$ cat src/rtl/t48_timer_ctrl.sv
// T48 timer/counter sequencer: decodes timer opcodes into state-aligned strobes and
// owns the timer flag, the timer interrupt enable and the pending interrupt request.
`timescale 1ns/1ps
module t48_timer_ctrl #(
  parameter logic [2:0] EXEC_STATE = 3'b011,
  parameter logic [2:0] RD_STATE   = 3'b001
) (
  input  logic       clk_i,
  input  logic       res_i,
  input  logic       en_clk_i,
  input  logic [2:0] clk_mstate_i,
  input  logic [7:0] opc_i,
  input  logic       opc_valid_i,
  input  logic       overflow_i,
  input  logic       int_ack_i,
  output logic       start_t_o,
  output logic       start_cnt_o,
  output logic       stop_tcnt_o,
  output logic       write_timer_o,
  output logic       read_timer_o,
  output logic       tf_o,
  output logic       jtf_take_o,
  output logic       jtf_strobe_o,
  output logic       tim_int_o
);

  typedef enum logic [1:0] {ST_IDLE, ST_PEND, ST_JTF2} state_t;
  typedef enum logic [2:0] {
    OP_STRT_T, OP_STRT_CNT, OP_STOP, OP_MOV_TA, OP_MOV_AT, OP_EN_I, OP_DIS_I, OP_JTF
  } op_t;

  state_t state_q, state_d;
  op_t    op_q, op_d, dec_op;
  logic   dec_hit;
  logic   jump_q, jump_d;
  logic   tf_q, tf_d;
  logic   ten_q, ten_d;
  logic   pend_q, pend_d;
  logic   start_t_q, start_t_d;
  logic   start_cnt_q, start_cnt_d;
  logic   stop_q, stop_d;
  logic   write_q, write_d;
  logic   read_q, read_d;
  logic   jtf_strobe_q, jtf_strobe_d;
  logic   jtf_take_q, jtf_take_d;
  logic   tf_clr, pend_clr;

  always_comb begin
    dec_hit = 1'b1;
    dec_op  = OP_STRT_T;
    case (opc_i)
      8'h55:   dec_op = OP_STRT_T;
      8'h45:   dec_op = OP_STRT_CNT;
      8'h65:   dec_op = OP_STOP;
      8'h62:   dec_op = OP_MOV_TA;
      8'h42:   dec_op = OP_MOV_AT;
      8'h25:   dec_op = OP_EN_I;
      8'h35:   dec_op = OP_DIS_I;
      8'h16:   dec_op = OP_JTF;
      default: dec_hit = 1'b0;
    endcase
  end

  // NOTE: every *_d gets a default before the case so no path leaves it unassigned (no latches).
  always_comb begin
    state_d      = state_q;
    op_d         = op_q;
    jump_d       = jump_q;
    ten_d        = ten_q;
    start_t_d    = 1'b0;
    start_cnt_d  = 1'b0;
    stop_d       = 1'b0;
    write_d      = 1'b0;
    read_d       = 1'b0;
    jtf_strobe_d = 1'b0;
    jtf_take_d   = 1'b0;
    tf_clr       = 1'b0;
    pend_clr     = 1'b0;

    case (state_q)
      ST_IDLE: begin
        if (opc_valid_i && dec_hit) begin
          state_d = ST_PEND;
          op_d    = dec_op;
          if (dec_op == OP_JTF) jump_d = tf_q;
        end
      end
      ST_PEND: begin
        if (op_q == OP_MOV_AT) begin
          // Read window spans RD_STATE..4; it drops on the edge after state 4.
          if (clk_mstate_i == RD_STATE || read_q) read_d = 1'b1;
          if (read_q && clk_mstate_i == 3'b100) state_d = ST_IDLE;
        end else if (clk_mstate_i == EXEC_STATE) begin
          state_d = ST_IDLE;
          case (op_q)
            OP_STRT_T:   start_t_d   = 1'b1;
            OP_STRT_CNT: start_cnt_d = 1'b1;
            OP_STOP:     stop_d      = 1'b1;
            OP_MOV_TA:   write_d     = 1'b1;
            OP_EN_I:     ten_d       = 1'b1;
            OP_DIS_I: begin
              ten_d    = 1'b0;
              pend_clr = 1'b1;
            end
            OP_JTF:      state_d     = ST_JTF2;
            default:     state_d     = ST_IDLE;
          endcase
        end
      end
      ST_JTF2: begin
        if (clk_mstate_i == EXEC_STATE) begin
          jtf_strobe_d = 1'b1;
          jtf_take_d   = jump_q;
          tf_clr       = 1'b1;
          state_d      = ST_IDLE;
        end
      end
      default: state_d = ST_IDLE;
    endcase

    // Set terms are applied last so they win over clears on the same edge.
    tf_d = tf_q;
    if (tf_clr)     tf_d = 1'b0;
    if (overflow_i) tf_d = 1'b1;

    pend_d = pend_q;
    if (int_ack_i || pend_clr) pend_d = 1'b0;
    if (overflow_i && ten_q)   pend_d = 1'b1;
  end

  // NOTE: state registers use non-blocking assignments so all flops update together at the edge.
  always_ff @(posedge clk_i or posedge res_i) begin
    if (res_i) begin
      state_q      <= ST_IDLE;
      op_q         <= OP_STRT_T;
      jump_q       <= 1'b0;
      tf_q         <= 1'b0;
      ten_q        <= 1'b0;
      pend_q       <= 1'b0;
      start_t_q    <= 1'b0;
      start_cnt_q  <= 1'b0;
      stop_q       <= 1'b0;
      write_q      <= 1'b0;
      read_q       <= 1'b0;
      jtf_strobe_q <= 1'b0;
      jtf_take_q   <= 1'b0;
    end else if (en_clk_i) begin
      state_q      <= state_d;
      op_q         <= op_d;
      jump_q       <= jump_d;
      tf_q         <= tf_d;
      ten_q        <= ten_d;
      pend_q       <= pend_d;
      start_t_q    <= start_t_d;
      start_cnt_q  <= start_cnt_d;
      stop_q       <= stop_d;
      write_q      <= write_d;
      read_q       <= read_d;
      jtf_strobe_q <= jtf_strobe_d;
      jtf_take_q   <= jtf_take_d;
    end
  end

  assign start_t_o     = start_t_q;
  assign start_cnt_o   = start_cnt_q;
  assign stop_tcnt_o   = stop_q;
  assign write_timer_o = write_q;
  assign read_timer_o  = read_q;
  assign tf_o          = tf_q;
  assign jtf_take_o    = jtf_take_q;
  assign jtf_strobe_o  = jtf_strobe_q;
  assign tim_int_o     = pend_q;

endmodule

$ cat config.mk
export PLATFORM = sky130hd
export DESIGN_NAME = t48_timer_ctrl
export DESIGN_NICKNAME = d
export VERILOG_FILES = /design/src/rtl/t48_timer_ctrl.sv
export SDC_FILE = /design/constraint.sdc
export NUM_CORES = 1
export LEC_CHECK = 0
export CAP_MARGIN = 25
export CORE_MARGIN = 3
export CORE_UTILIZATION = 50
export CTS_CLUSTER_DIAMETER = 200
export CTS_CLUSTER_SIZE = 14
export DETAILED_ROUTE_END_ITERATION = 12
export DONT_BUFFER_PORTS = 1
export PLACE_DENSITY = 0.67
export RECOVER_POWER = 50
export SLEW_MARGIN = 20
export SYNTH_ARGS = -nofsm -noshare
export SYNTH_HDL_FRONTEND = slang
export SYNTH_SLANG_ARGS = --single-unit
$ cat constraint.sdc
create_clock -name clk_i -period 2.3 [get_ports clk_i]
set_input_delay 0 -clock clk_i [delete_from_list [all_inputs] [get_ports clk_i]]
set_output_delay 0 -clock clk_i [all_outputs]
set_load 0.01 [all_outputs]
==> flow_summary.yaml, run 1 <==
status:
  status: "finished clean"
drt:
  vias: 719
  drc: 0
  viasPerCell: 6.31
  wl_um: 1850
  final_antenna_net_count: 0
  routedWlPerCell_um: 16.2
  drt-pass1-iter-count: 4
  drtIter0Drc: 22
clock_tree:
  cts_sinks: 16
  cts_root_buf: "clkbuf_4"
  clock_latency_ns: 0.28
  cts.path.max_buffers: 2
  cts_buffers: 3
  tritoncts: "done"
  hold_buffers: 6
  cts_resized: 0
  postCtsSetupBuffers: 0
  clkTransAtPathRegs_ns: 0.09
  cts_max_level: 1
power:
  leakagePower_nw: 0.435
  vdd_drop_max_mv: 0.305
  p_per_area_nw_per_um2: 484
logic_synthesis:
  yosys_register_bits: 16
  syn_area_um2: 883
  synth_fp_nets: 106
  netlist_top_cells_area: "dfrtp_1, mux2_2, nand2_1, nor4b_1, o21ai_0"
  avgSynthCellArea_um2: 9.93
  syn_inst: 89
  yosysTopAreaCell: "dfrtp_1"
  ys_seq_area_share_pct: 45.3
  yosysTopAreaCellShare_pct: 45.3
  yosys_warnings: 0
  synthDistinctLibCells: 26
placement:
  gp_congestion: 0.815
  io_buffers: 0
  post-dp-hpwl_um: 1370
  post-place-ws_ns: 0.579
floorplan:
  rows: 14
  start_util_pct: 56.0
  die_h_um: 48.0
  boundaryPins: 26
  core_um2: 1580
  die_w_um: 48.0
  die_area_um2: 2310
worst_setup_path:
  crit_arrival_ns: 2.06
  cp_max_fo: 9
  rr_worst_depth: 3
  critPathKind: "input port to flop"
  startpoint_type: "input port"
  cp-end-kind: "flop"
  required_ns: 2.48
final_layout:
  num-fill-cells: 123
  area_growth_pct: 11.6
  drive_gt1_share_pct: 13.3
  multi_input_area_um2: 464
  seq_area_um2: 400
  post-route-util_pct: 62.5
  nNetsFinal: 117
  antenna_cells: 0
timing:
  tightestPinTransition_ns: 0.607
  drv_slew: 0
  setup_tns_ns: 0
  setup_violations: 0
  timing.final.crit_share_pct: 82.0
  rsz0062_at_grt: "no"
  clock.fmax_mhz: 530
  worst_slack_ns: 0.415
  fin_crit_ns: 1.89
  relSlewSlack_pct: 59.5
  hold_viol_final: 0
  finClkSkew_ns: 0.000869
global_routing:
  grt_max_degree: 17
  track_usage_pct: 18.2
  grt-ovfl-total: 0
  grt_pass1_vias: 702
  grt_pass1_wl_um: 2870
  antenna_found_initial: 0
worst_hold_path:
  hold_path_depth: 2
  hold_class: "input port to flop"
flow_run:
  drv_cap: 0
## stage by stage
stage	instance area [um^2]	total power [mW]	hold WS, ns	cells
floorplan	883	0.322	-0.0863	89
global placement	903	0.328	-0.0155	105
detailed placement	903	0.329	-0.0132	105
CTS	986	0.481	0.0191	114
global route	986	0.498	0.0259	114
finish	986	0.477	0.0277	114
## power by group
part / total [mW] / internal [mW] / switching, mW
clock network: 0.145 / 0.0608 / 0.0841
logic: 0.0421 / 0.0207 / 0.0214
registers: 0.290 / 0.285 / 0.00523
total: 0.477 / 0.367 / 0.111
## synthesized netlist by cell type (all sizes together)
master and n:
nor4bb 2, a22o 2, and3 2, a21o 1
a31oi 2, inv 5, o2bb2ai 3, nand2 11
nor2b 2, o21ai 7, or4b 1, a32o 2
nor4 1, nor3b 4, nor2 5, a22oi 1
nor4b 4, nand4 1, mux2 4, and4bb 2
nand3 2, dfrtp 16, o22ai 2, a21oi 4
and3b 3
## flip-flops by register name, summed over array words and instances (netlist names)
| signal | cells |
|---|---|
| tim_int_o | 1 |
| start_cnt_o | 1 |
| write_timer_o | 1 |
| state_q | 2 |
| jtf_strobe_o | 1 |
| jtf_take_o | 1 |
| jump_q | 1 |
| op_q | 3 |
| read_timer_o | 1 |
| start_t_o | 1 |
| stop_tcnt_o | 1 |
| tf_o | 1 |
| ten_q | 1 |
## path summary, 6_finish.rpt
kind / from / endpoint / slack, ns
min: opc_valid_i / op_q[2] / 0.03
min reg2reg: jump_q / jump_q / 0.51
max in group asynchronous: res_i / write_timer_o / 1.69
max: en_clk_i / op_q[0] / 0.41
max reg2reg: state_q[0] / op_q[0] / 0.56
min in group asynchronous: res_i / jump_q / 0.22
## cell families after synthesis
logic type / count (synthesis) / share of synthesized area, %
AND/OR/NAND/NOR: 40 / 29.2
flip-flops: 16 / 45.3
multiplexers: 4 / 5.10
AO/OA/AOI/OAI: 24 / 18.3
buffers and inverters: 5 / 2.12
## layer usage
layer / vias to the layer above / GRT usage [%] / part of all wire [%]
met4: 0 / 9.68 / 1.5
met2: 26 / 25.1 / 42
li1: 360 / - / -
met5: - / 0 / 0
met3: 5 / 5.26 / 6.2
met1: 328 / 25.5 / 50
## cell usage in the layout, fill, tap and decap left out, drive strengths merged
master / instances
nand4: 1
a32o: 2
nand3: 2
a21oi: 4
and3: 2
clkbuf: 3
o2bb2ai: 3
o22ai: 2
inv: 5
and4bb: 2
a21o: 1
nor4b: 4
o21ai: 7
and3b: 3
nor2b: 2
dfrtp: 16
nor4bb: 2
nor3b: 4
dlygate4sd3: 6
nor4: 1
mux2: 4
nor2: 5
a22o: 2
a31oi: 2
or4b: 1
nand2: 11
a22oi: 1
## layout make-up
type	instances	area share, %
Clock buffer	3	2.28
Inverter	5	1.90
Multi-Input combinational cell	68	47.1
Sequential cell	16	40.6
Tap cell	16	2.03
Timing Repair Buffer	6	6.09
## critical path: stages
cell           delay [ns]
dlygate4sd3_1        0.66
inv_2                0.14
or4b_4               0.58
a31oi_1              0.30
mux2_2               0.37
Power figures use the tool's default switching activity.
==> run 2: changes to the inputs <==
- PLACE_DENSITY: 0.67 -> 0.7
- clock period: 2.3 -> 1.6 ns (I/O delays scaled with it)
==> flow_summary.yaml, run 2 (synthesis results as in run 1) <==
timing:
  timing.final.crit_share_pct: 99.0
  drv_slew: 0
  tightestPinTransition_ns: 0.596
  finClkSkew_ns: 0.000739
  setup_violations: 0
  clock.fmax_mhz: 631
  hold_viol_final: 0
  relSlewSlack_pct: 60.2
  fin_crit_ns: 1.58
  rsz0062_at_grt: "yes"
  worst_slack_ns: 0.0152
  hold_ws_ns: 0.0148
worst_setup_path:
  startpoint_type: "flop"
  crit_arrival_ns: 1.75
  cp-end-kind: "flop"
  cp_max_fo: 3
  required_ns: 1.76
  critPathKind: "flop to flop"
flow_run:
  drv_cap: 0
final_layout:
  fin_area_um2: 1110
  seq_area_um2: 400
  drive_gt1_share_pct: 21.3
  regMostFlops: "op_q"
  largest_register_ffs: 3
  reg_top3: "op_q: 3 flops, state_q: 2 flops"
  antenna_cells: 0
  multi_input_area_um2: 500
  fin_cells: 124
  final_cell_mix: "dfrtp_1, nand2_1, dlygate4sd3_1"
  num-fill-cells: 120
  area_growth_pct: 25.4
  final_common_cell: "dfrtp_1"
  nNetsFinal: 127
power:
  leakagePower_nw: 0.488
  vdd_drop_max_mv: 0.437
  p_per_area_nw_per_um2: 623
placement:
  placedCellCount: 111
  gp_congestion: 0.789
  post-place-ws_ns: -0.0224
  io_buffers: 0
  placed_area_um2: 955
  post-dp-hpwl_um: 1410
floorplan:
  core_um2: 1580
  die_h_um: 48.0
  boundaryPins: 26
  start_util_pct: 56.0
  die_area_um2: 2310
  rows: 14
  die_w_um: 48.0
global_routing:
  antenna_found_initial: 0
  track_usage_pct: 19.7
  grt_pass1_wl_um: 3110
  grt_max_degree: 17
  grt-ovfl-total: 0
  grt_pass1_vias: 753
worst_hold_path:
  hold_class: "input port to flop"
drt:
  vias: 774
  drtIter0Drc: 11
  final_antenna_net_count: 0
  drc: 0
  routedWlPerCell_um: 16.6
  viasPerCell: 6.24
  wl_um: 2050
  drt-pass1-iter-count: 4
clock_tree:
  cts_buffers: 3
  clkTransAtPathRegs_ns: 0.08
  clock_latency_ns: 0.27
  cts_max_level: 1
  tritoncts: "done"
  postCtsSetupBuffers: 0
  cts.path.max_buffers: 2
  cts_sinks: 16
  cts_root_buf: "clkbuf_4"
status:
  status: "finished clean"
## run 2: per-layer routing
layer | GRT usage (%) | routed length [um] | vias to the layer above
met5 | 0 | 0 | -
met4 | 6.45 | 17 | 0
met3 | 6.39 | 102 | 2
met2 | 34.8 | 1010 | 19
met1 | 22.1 | 928 | 370
li1 | - | - | 383
## run 2: critical path, stage by stage (launching register included)
cell and delay (ns):
dfrtp_1 0.39, or4b_4 0.55, a31oi_4 0.21, mux2_4 0.32
## run 2: final cells by class
class	count	share of cell area, %
inverters	5	1.69
multi-input cells	68	45.2
flip-flops and latches	16	36.2
repair buffers	16	13.1
clock buffers	3	2.03
well taps	16	1.81
## run 2: metrics by stage
stage	TNS [ns]	power, mW	utilization (%)
floorplan	0	0.463	-
global placement	0	0.475	60.6
detailed placement	-0.0352	0.477	60.6
CTS	-0.00457	0.689	68.9
global route	-0.0641	0.723	70.2
finish	0	0.689	70.2
## run 2: final timing paths
kind | from | end | slack (ns) | cells after the start
hold reg to reg | jump_q | jump_q | 0.53 | 1
hold / removal | int_ack_i | tim_int_o | 0.01 | 2
max in group asynchronous | res_i | op_q[2] | 0.99 | 2
min in group asynchronous | res_i | tf_o | 0.23 | 2
setup reg to reg | state_q[0] | op_q[0] | 0.02 | 3
setup / recovery | state_q[0] | op_q[0] | 0.02 | 3
## run 2: report_power, final
part	total (mW)	leakage, nW	internal (mW)	switching (mW)
sequential	0.417	0.214	0.410	0.00722
combinational	0.0727	0.261	0.0379	0.0348
clock	0.200	0.0138	0.0871	0.113
## run 2: what timing repair did
action	4_1_cts	5_1_grt
cloned	0	0
gates resized for setup	1	5
hold buffers	10	0
endpoints found under the hold margin	24	0
setup endpoints to repair	2	5
==> run 3: changes to the inputs <==
- REMOVE_ABC_BUFFERS: not set -> 1
==> flow_summary.yaml, run 3 (synthesis results as in run 1) <==
timing:
  finClkSkew_ns: 0.00440
  tightestPinTransition_ns: 0.604
  setup_tns_ns: -0.0171
  relSlewSlack_pct: 59.3
  hold_viol_final: 0
  worst_slack_ns: -0.00682
  clock.fmax_mhz: 622
  fin_crit_ns: 1.61
  drv_slew: 0
  setup_violations: 3
  rsz0062_at_grt: "yes"
  timing.final.crit_share_pct: 100
final_layout:
  final_cell_mix: "dfrtp_1, nand2_1, buf_4"
  nNetsFinal: 124
  fin_cells: 121
  drive_gt1_share_pct: 21.0
  antenna_cells: 0
  largest_register_ffs: 3
  area_growth_pct: 19.0
  regMostFlops: "op_q"
  num-fill-cells: 136
  final_common_cell: "dfrtp_1"
  reg_top3: "op_q: 3 flops, state_q: 2 flops"
drt:
  final_antenna_net_count: 0
  viasPerCell: 6.31
  drc: 0
  drtIter0Drc: 13
  routedWlPerCell_um: 15.9
  wl_um: 1920
  drt-pass1-iter-count: 4
  vias: 764
power:
  p_per_area_nw_per_um2: 655
  p_switching_uw: 159
  vdd_drop_max_mv: 0.469
  combPwrFrac_pct: 9.4
  seq_power_share_pct: 60.4
  power.share.clock_pct: 30.1
  power.internal_uw: 529
  leakagePower_nw: 0.473
  power.share.switching_pct: 23.1
clock_tree:
  cts_root_buf: "clkbuf_4"
  clkTransAtPathRegs_ns: 0.09
  cts_sinks: 16
  clock_latency_ns: 0.28
  cts.path.max_buffers: 2
  cts_max_level: 1
  cts_buffers: 3
  tritoncts: "done"
placement:
  post-dp-hpwl_um: 1400
  post-place-ws_ns: -0.0876
  gp_congestion: 0.801
  io_buffers: 0
  placedCellCount: 112
worst_setup_path:
  critPathSlowestCell: "or4b_4"
  cp_slowest_stage_delay_ns: 0.56
  startpoint_type: "flop"
  cp-end-kind: "flop"
  cp_max_fo: 4
  required_ns: 1.77
  crit_arrival_ns: 1.78
  critPathKind: "flop to flop"
  cp_cell_sequence: "or4b_4 > a31oi_1 > nand3_1 > mux2_2"
flow_run:
  drv_cap: 0
global_routing:
  track_usage_pct: 19.6
  grt-ovfl-total: 0
  grt_pass1_wl_um: 3110
  grt_max_degree: 17
  grt_pass1_vias: 742
  antenna_found_initial: 0
floorplan:
  die_area_um2: 2310
  rows: 14
  start_util_pct: 56.0
  core_um2: 1580
  die_h_um: 48.0
  boundaryPins: 26
  die_w_um: 48.0
status:
  violations: "setup timing"
  status: "finished with violations"
worst_hold_path:
  hold_class: "input port to flop"
## run 3: worst max-delay path: cells and delay by family (launching register included)
kind             cells  cell delay, ns
AO/OA/AOI/OAI        1            0.16
flip-flops           1            0.39
multiplexers         1            0.28
AND/OR/NAND/NOR      2            0.66
## run 3: through the flow
| stage | power, mW | utilization (%) | hold WS, ns | instance area, um^2 |
|---|---|---|---|---|
| finish | 0.688 | 66.7 | 0.00612 | 1050 |
| detailed placement | 0.477 | 60.6 | -0.00433 | 956 |
| floorplan | 0.463 | - | -0.0863 | 883 |
| global placement | 0.475 | 60.6 | -0.0168 | 956 |
| global route | 0.727 | 66.7 | 0.0263 | 1050 |
| CTS | 0.696 | 66.7 | 0.00226 | 1050 |
## run 3: final cells by class
type | instances | area, um^2 | share of cell area, %
Inverter | 5 | 18.8 | 1.79
Tap cell | 16 | 20.0 | 1.90
Sequential cell | 16 | 400 | 38.1
Timing Repair Buffer | 13 | 110 | 10.5
Clock buffer | 3 | 22.5 | 2.14
Multi-Input combinational cell | 68 | 479 | 45.6
## run 3: worst paths after layout
kind | start | to | slack [ns] | cells past startpoint
worst min register to register | jump_q | jump_q | 0.53 | 1
worst max register to register | state_q[0] | jump_q | -0.007 | 4
max in group asynchronous | res_i | ten_q | 1.00 | 2
worst max-delay path | state_q[0] | jump_q | -0.007 | 4
worst min-delay path | int_ack_i | tim_int_o | 0.006 | 2
min in group asynchronous | res_i | state_q[0] | 0.21 | 2
## run 3: what timing repair did
action                                  CTS  global route
hold buffers                              5             0
gates resized for setup                   2             0
endpoints found under the setup margin    2             3
setup buffers                             1             0
endpoints found under the hold margin    22             0
gates cloned                              0             0
## run 3: power by group through the flow
stage          clock network (mW)  registers (mW)  logic, mW
3_5_place_dp                    0           0.424     0.0529
5_1_grt                     0.237           0.417     0.0731
6_report                    0.207           0.416     0.0650
2_1_floorplan                   0           0.423     0.0400
4_1_cts                     0.215           0.416     0.0651
3_3_place_gp                    0           0.423     0.0522
## run 3: routing by layer
layer / GRT usage [%] / vias up / routed length, um
li1: - / 373 / -
met1: 23.2 / 359 / 850
met2: 33.2 / 28 / 913
met3: 6.39 / 4 / 131
met4: 6.45 / 0 / 27
met5: 0 / - / 0
